<file path="src/rtl/qed_pkg.sv">
// Shared types and helpers for the QED consistency monitors.
// Provides the monitor state encoding, half-size helpers and the error location record.
package qed_pkg;

  typedef enum logic [2:0] {
    IDLE,
    REG_SCAN,
    MEM_A,
    MEM_B,
    MEM_CMP,
    DONE
  } qed_mon_state_t;

  localparam int ERR_IDX_W = 16;

  typedef struct packed {
    logic                 is_mem;
    logic [ERR_IDX_W-1:0] index;
  } err_loc_t;

  function automatic int half_regs(input int num_regs);
    return num_regs / 2;
  endfunction

  function automatic int half_mem(input int mem_words);
    return mem_words / 2;
  endfunction

endpackage

</file>
<file path="src/rtl/qed_pair_scanner.sv">
// Walks the lower index of original/duplicate pairs and flags the first
// mismatch seen since the last clear.
// Ports: clr (restart at START), adv (a pair is compared this cycle),
//        mis (that pair differs), idx (current lower index),
//        last (idx is the final pair), first_mis (first mismatch since clr).
module qed_pair_scanner #(
  parameter int IDXW  = 5,
  parameter int START = 0,
  parameter int LAST  = 0
) (
  input  logic            clk,
  input  logic            rst,
  input  logic            clr,
  input  logic            adv,
  input  logic            mis,
  output logic [IDXW-1:0] idx,
  output logic            last,
  output logic            first_mis
);

  logic [IDXW-1:0] idx_q, idx_d;
  logic            found_q, found_d;

  assign idx       = idx_q;
  assign last      = (idx_q == IDXW'(LAST));
  assign first_mis = adv && mis && !found_q;

  always_comb begin
    idx_d   = idx_q;
    found_d = found_q;
    if (clr) begin
      idx_d   = IDXW'(START);
      found_d = 1'b0;
    end else if (adv) begin
      if (mis) found_d = 1'b1;
      // Index parks on the last pair; the FSM leaves the phase there.
      if (!last) idx_d = idx_q + 1'b1;
    end
  end

  always_ff @(posedge clk or posedge rst) begin
    if (rst) begin
      idx_q   <= '0;
      found_q <= 1'b0;
    end else begin
      idx_q   <= idx_d;
      found_q <= found_d;
    end
  end

endmodule

</file>
<file path="src/rtl/qed_consistency_monitor.sv">
// SQED consistency checker: snapshots the register file on check_req, then
// compares register pairs (i, i+NUM_REGS/2) and memory pairs (k, k+MEM_WORDS/2).
// Ports: clk/rst, check_req trigger, regs_flat taps, mem_rd_* read port,
//        busy/done/pass status, sticky error + first-mismatch location,
//        overrun flag and accepted-check counter.
module qed_consistency_monitor
  import qed_pkg::*;
#(
  parameter int XLEN      = 32,
  parameter int NUM_REGS  = 32,
  parameter int SKIP_R0   = 1,
  parameter int MEM_WORDS = 32,
  parameter int MEM_AW    = 5,
  parameter int IDXW      = 5
) (
  input  logic                     clk,
  input  logic                     rst,
  input  logic                     check_req,
  input  logic [NUM_REGS*XLEN-1:0] regs_flat,
  output logic                     mem_rd_en,
  output logic [MEM_AW-1:0]        mem_rd_addr,
  input  logic [XLEN-1:0]          mem_rd_data,
  output logic                     busy,
  output logic                     done,
  output logic                     pass,
  output logic                     err_sticky,
  output logic                     err_is_mem,
  output logic [IDXW-1:0]          err_index,
  output logic                     overrun,
  output logic [15:0]              check_cnt
);

  localparam int HALF_REGS = half_regs(NUM_REGS);
  localparam int HALF_MEM  = half_mem(MEM_WORDS);
  localparam bit HAS_REGS  = HALF_REGS > SKIP_R0;
  localparam bit HAS_MEM   = HALF_MEM > 0;
  localparam int REG_START = (SKIP_R0 != 0) ? 1 : 0;
  localparam int REG_LAST  = HALF_REGS - 1;
  localparam int MEM_LAST  = HAS_MEM ? HALF_MEM - 1 : 0;

  qed_mon_state_t state_q, state_d;

  logic [XLEN-1:0] snap_q [NUM_REGS];
  logic [XLEN-1:0] snap_d [NUM_REGS];
  logic [XLEN-1:0] word_a_q, word_a_d;
  logic            fail_q, fail_d;
  logic            pass_q, pass_d;
  logic            sticky_q, sticky_d;
  logic            is_mem_q, is_mem_d;
  logic [IDXW-1:0] index_q, index_d;
  logic            ovr_q, ovr_d;
  logic [15:0]     cnt_q, cnt_d;

  logic            trig;
  logic [XLEN-1:0] reg_a, reg_b;
  logic            reg_adv, reg_mis, reg_last, reg_first;
  logic            mem_adv, mem_mis, mem_last, mem_first;
  logic [IDXW-1:0] reg_idx, mem_idx;

  assign trig    = check_req && (state_q == IDLE);
  assign reg_adv = (state_q == REG_SCAN);
  assign mem_adv = (state_q == MEM_CMP);
  assign reg_mis = reg_adv && (reg_a != reg_b);
  assign mem_mis = mem_adv && (word_a_q != mem_rd_data);

  always_comb begin
    reg_a = '0;
    reg_b = '0;
    for (int p = 0; p < HALF_REGS; p++) begin
      if (reg_idx == IDXW'(p)) begin
        reg_a = snap_q[p];
        reg_b = snap_q[p+HALF_REGS];
      end
    end
  end

  qed_pair_scanner #(
    .IDXW (IDXW),
    .START(REG_START),
    .LAST (REG_LAST)
  ) u_reg_scan (
    .clk      (clk),
    .rst      (rst),
    .clr      (trig),
    .adv      (reg_adv),
    .mis      (reg_a != reg_b),
    .idx      (reg_idx),
    .last     (reg_last),
    .first_mis(reg_first)
  );

  qed_pair_scanner #(
    .IDXW (IDXW),
    .START(0),
    .LAST (MEM_LAST)
  ) u_mem_scan (
    .clk      (clk),
    .rst      (rst),
    .clr      (trig),
    .adv      (mem_adv),
    .mis      (word_a_q != mem_rd_data),
    .idx      (mem_idx),
    .last     (mem_last),
    .first_mis(mem_first)
  );

  always_comb begin
    snap_d = snap_q;
    if (trig) begin
      for (int i = 0; i < NUM_REGS; i++) begin
        snap_d[i] = regs_flat[i*XLEN +: XLEN];
      end
    end
  end

  always_comb begin
    state_d  = state_q;
    word_a_d = word_a_q;
    fail_d   = fail_q;
    pass_d   = pass_q;
    sticky_d = sticky_q;
    is_mem_d = is_mem_q;
    index_d  = index_q;
    ovr_d    = ovr_q;
    cnt_d    = cnt_q;

    if (check_req && (state_q != IDLE)) ovr_d = 1'b1;

    unique case (state_q)
      IDLE: begin
        if (check_req) begin
          cnt_d  = cnt_q + 16'd1;
          fail_d = 1'b0;
          if (HAS_REGS)     state_d = REG_SCAN;
          else if (HAS_MEM) state_d = MEM_A;
          else              state_d = DONE;
        end
      end
      REG_SCAN: begin
        if (reg_last) state_d = HAS_MEM ? MEM_A : DONE;
      end
      MEM_A:   state_d = MEM_B;
      MEM_B: begin
        word_a_d = mem_rd_data;
        state_d  = MEM_CMP;
      end
      MEM_CMP: state_d = mem_last ? DONE : MEM_A;
      DONE:    state_d = IDLE;
      default: state_d = IDLE;
    endcase

    if (reg_mis || mem_mis) begin
      fail_d   = 1'b1;
      sticky_d = 1'b1;
    end

    // Register phase precedes memory, so a memory hit is only the first
    // mismatch of the check when no register pair has failed.
    if (reg_first) begin
      is_mem_d = 1'b0;
      index_d  = reg_idx;
    end else if (mem_first && !fail_q) begin
      is_mem_d = 1'b1;
      index_d  = mem_idx;
    end

    if ((state_d == DONE) && (state_q != DONE)) pass_d = !fail_d;
  end

  always_ff @(posedge clk or posedge rst) begin
    if (rst) begin
      state_q  <= IDLE;
      for (int i = 0; i < NUM_REGS; i++) snap_q[i] <= '0;
      word_a_q <= '0;
      fail_q   <= 1'b0;
      pass_q   <= 1'b0;
      sticky_q <= 1'b0;
      is_mem_q <= 1'b0;
      index_q  <= '0;
      ovr_q    <= 1'b0;
      cnt_q    <= '0;
    end else begin
      state_q  <= state_d;
      snap_q   <= snap_d;
      word_a_q <= word_a_d;
      fail_q   <= fail_d;
      pass_q   <= pass_d;
      sticky_q <= sticky_d;
      is_mem_q <= is_mem_d;
      index_q  <= index_d;
      ovr_q    <= ovr_d;
      cnt_q    <= cnt_d;
    end
  end

  always_comb begin
    mem_rd_addr = '0;
    if (state_q == MEM_A) mem_rd_addr = MEM_AW'(mem_idx);
    if (state_q == MEM_B) begin
      mem_rd_addr = MEM_AW'(mem_idx) + MEM_AW'(HALF_MEM);
    end
  end

  assign mem_rd_en  = (state_q == MEM_A) || (state_q == MEM_B);
  assign busy       = (state_q != IDLE);
  assign done       = (state_q == DONE);
  assign pass       = pass_q;
  assign err_sticky = sticky_q;
  assign err_is_mem = is_mem_q;
  assign err_index  = index_q;
  assign overrun    = ovr_q;
  assign check_cnt  = cnt_q;

endmodule

</file>
<file path="config.mk">
export PLATFORM = sky130hd
export DESIGN_NAME = qed_consistency_monitor
export DESIGN_NICKNAME = d
export VERILOG_FILES = /design/src/rtl/qed_pkg.sv /design/src/rtl/qed_pair_scanner.sv /design/src/rtl/qed_consistency_monitor.sv
export SDC_FILE = /design/constraint.sdc
export NUM_CORES = 2
export LEC_CHECK = 0
export BUFFER_PORTS_ARGS = -buffer_cell sky130_fd_sc_hd__buf_2
export CAP_MARGIN = 20
export CORE_AREA = 2 2 429 431
export CTS_BUF_LIST = sky130_fd_sc_hd__clkbuf_2
export DETAILED_ROUTE_END_ITERATION = 7
export DIE_AREA = 0 0 431 433
export GPL_TIMING_DRIVEN = 0
export HOLD_SLACK_MARGIN = 0.12
export SLEW_MARGIN = 15
export SYNTH_ARGS = -nofsm -noshare
export SYNTH_HDL_FRONTEND = slang
export SYNTH_SLANG_ARGS = --single-unit
</file>
<file path="constraint.sdc">
create_clock -name clk -period 61.5 [get_ports clk]
set_input_delay 6.15 -clock clk [delete_from_list [all_inputs] [get_ports clk]]
set_output_delay 6.15 -clock clk [all_outputs]
set_load 0.02 [all_outputs]
</file>
==> results_dict.tcl <==
set metrics [dict create \
    outcome "finished with violations" \
    violations "DRC" \
    worstSetupEndpointType "flop" \
    cts.reportedPaths.clkPinSlew_ps 100 \
    start_kind "flop" \
    layout.nets 9051 \
    yosys.area_share.adder 0.00188 \
    hold_buffers 0 \
    finalHoldViolations 0 \
    holdWs_ps 464 \
    hp-start "overrun" \
    startpoint "u_reg_scan.idx[0]" \
    critical_path_arrival_ps 11980 \
    row_count 157 \
    clock_skew_ps 216 \
    synthMuxAreaShare 0.00894 \
    rr_startpoint "u_reg_scan.idx[0]" \
    setup-tns-final_ps 0 \
    utilization 0.359 \
    synthSimpleGateAreaFrac 0.276 \
    yosysSeqAreaShare 0.516 \
    fmax_ghz 0.0985 \
    grt-ovfl-total 0 \
    clockRootBuffer "clkbuf_2" \
    synth.most_common_cell "nand2_1" \
    dpl_cell_area_sq_um 62500 \
    worstSkewPairLatency_ps 2020 \
    synthTopCellsByCount "nand2_1 (3122), dfrtp_1 (1097), clkbuf_1 (303), a21oi_1 (268), o21ai_0 (238)" \
    cts_setup_buffers 0 \
    netlist.top_cell.by_area "dfrtp_1" \
    final_area_sq_um 65400 \
    num_io_pins 1092 \
    vias_per_cell 5.79 \
    synth_compound_area_frac 0.138 \
    grt_setup_unrepaired "no" \
    setup_violations 0 \
    cts_sinks 1097 \
    synth_top_flop_cell "dfrtp_1" \
    drv_slew 0 \
    ant_nets 0 \
    powerDensity_nw_per_um2 21.1 \
    io_buffers 1091 \
    h-tree-depth 5 \
    ctsResizeCount 0 \
    period_share 0.165 \
    drtPass1Iterations 8 \
    synth_edf_count 0 \
    hpwl_mm 331 \
    syn_to_final_growth_pct 22.9 \
    placed_cells 10026 \
    slew_headroom 0.0453 \
    wl_per_cell_microns 39.4 \
    crit_fanout 11 \
    synth_top_area_share 0.516 \
    ff2ff_setup_slack_ps 51350 \
    vias 61487 \
    instances_no_fill 10628 \
    drive_above_1_share 0.235 \
    synth_seq_cells 1097 \
    cts_tree "yes" \
    grt_usage 0.435 \
    design.core.area_sq_um 182000 \
    wl_mm 419 \
    grt_pass1_wl_mm 534 \
    tightest_slew_ps 1430 \
    yosysWarningCount 0 \
    synth_xor_area_frac 0.0148 \
    gp_congestion 1.06 \
    crit_required_ps 63320 \
    synth_top_family_by_area "simple AND/OR/NAND/NOR gates" \
    cts_max_path_buffers 4 \
    synth_cell_types 97 \
    grt_pass1_vias 58530 \
    netlist_instances 6508 \
    numCtsBuffers 332 \
    critical_path_class "flop to flop" \
    syn_area_sq_um 53200 \
    maxCapViolCount 0 \
    avgSynthCellArea_sq_um 8.18 \
    grt_max_degree 110 \
    fp.dieH_microns 433 \
    die_w_microns 431 \
    leakage_uw 0.0355 \
    num-fill-cells 19619 \
    antenna_found_initial 57 \
    syn_nets 7575 \
    async_flop_share 1.00 \
    finalCriticalPeriod_ps 10150 \
    min_path_type "flop to flop" \
    synthTopCellsByArea "dfrtp_1 (52%), nand2_1 (22%), a21oi_1 (2.5%)" \
    ir_drop_v 0.0000194 \
    drt_iter0_drc 8932 \
    dieArea_sq_um 187000 \
    route.detailed.drc 4 \
    initial_utilization 0.292 \
]
==> metal layers <==
layer	routed length [microns]	up-vias	GRT usage
met2	173000	4739	0.626
met4	42200	44	0.368
met3	43600	1330	0.123
met1	159000	30711	0.538
li1	-	24663	-
met5	316	-	0.00338
==> worst max-delay path, cell delays in order (launching register included) <==
cell	delay, ps
dfrtp_1	520
ha_1	210
buf_4	210
buf_4	190
clkbuf_1	790
clkbuf_2	750
clkbuf_2	680
and3_1	250
ha_1	360
clkbuf_1	660
buf_6	240
clkbuf_1	710
clkbuf_1	670
clkbuf_1	750
a21oi_1	80
a21oi_1	620
o211ai_1	300
xor2_1	240
o21ai_1	120
nor4_2	300
nand4_2	480
o211ai_1	540
o311ai_2	170
==> state kept, by name, summed over array words and instances, names as in the netlist <==
register,flops
snap_q,1024
word_a_q,32
check_cnt,16
err_index,5
u_mem_scan.idx,5
u_reg_scan.idx,5
state_q,3
err_is_mem,1
err_sticky,1
fail_q,1
overrun,1
pass,1
u_mem_scan.found_q,1
u_reg_scan.found_q,1
==> where the power goes <==
| part | switching (uW) | internal (uW) |
|---|---|---|
| registers | 0.667 | 722 |
| logic | 48.8 | 28.5 |
| clock network | 368 | 213 |
==> cell usage in the layout (no fill, tap or decap), drive strengths merged, types with 33 or more instances in the layout <==
cell type and count:
clkbuf 789, nor2 177, nand2 3122, nor3 47, o221ai 37, inv 80
nor2b 50, a211oi 33, o21ai 241, o32ai 42, nand3 45, buf 1304
xnor2 37, mux2 36, a21o 39, dfrtp 1097, a22oi 40, clkinv 74
o22ai 60, xor2 53, a21oi 268, a221oi 72
==> per-stage QoR <==
| stage | setup WS [ps] | total power (uW) |
|---|---|---|
| after floorplan | 24460 | 752 |
| after global placement | 9640 | 812 |
| after detailed placement | 51310 | 813 |
| after CTS | 51930 | 1380 |
| after global routing | 51680 | 1420 |
| final | 51350 | 1380 |
==> cells by family (layout without fill, tap and decap cells) <==
group | Yosys count | after routing
simple gates | 3636 | 3636
flops | 1097 | 1097
compound gates | 1089 | 1089
buf+inv | 545 | 2251
xor+xnor | 90 | 90
mux | 43 | 43
fa+ha+maj | 8 | 8
other cells | 0 | 29
==> path summary, 6_finish.rpt <==
check	cells after the start	to
max	22	err_index[0]
max in group asynchronous	6	snap_q[679]
min reg2reg	1	overrun
max reg2reg	22	err_index[0]
min in group asynchronous	2	snap_q[487]
min	1	overrun
==> cell type report <==
cell class,count,area (sq um),share of cell area
Sequential cell,1097,27500,0.420
Multi-Input combinational cell,4866,23500,0.359
Timing Repair Buffer,1142,6240,0.0953
Tap cell,2385,2980,0.0456
Clock buffer,485,2430,0.0371
Buffer,467,2120,0.0324
Clock inverter,79,349,0.00534
Inverter,78,300,0.00459
Antenna cell,29,72.6,0.00111
Note: power is estimated with default switching activity, not from simulation.
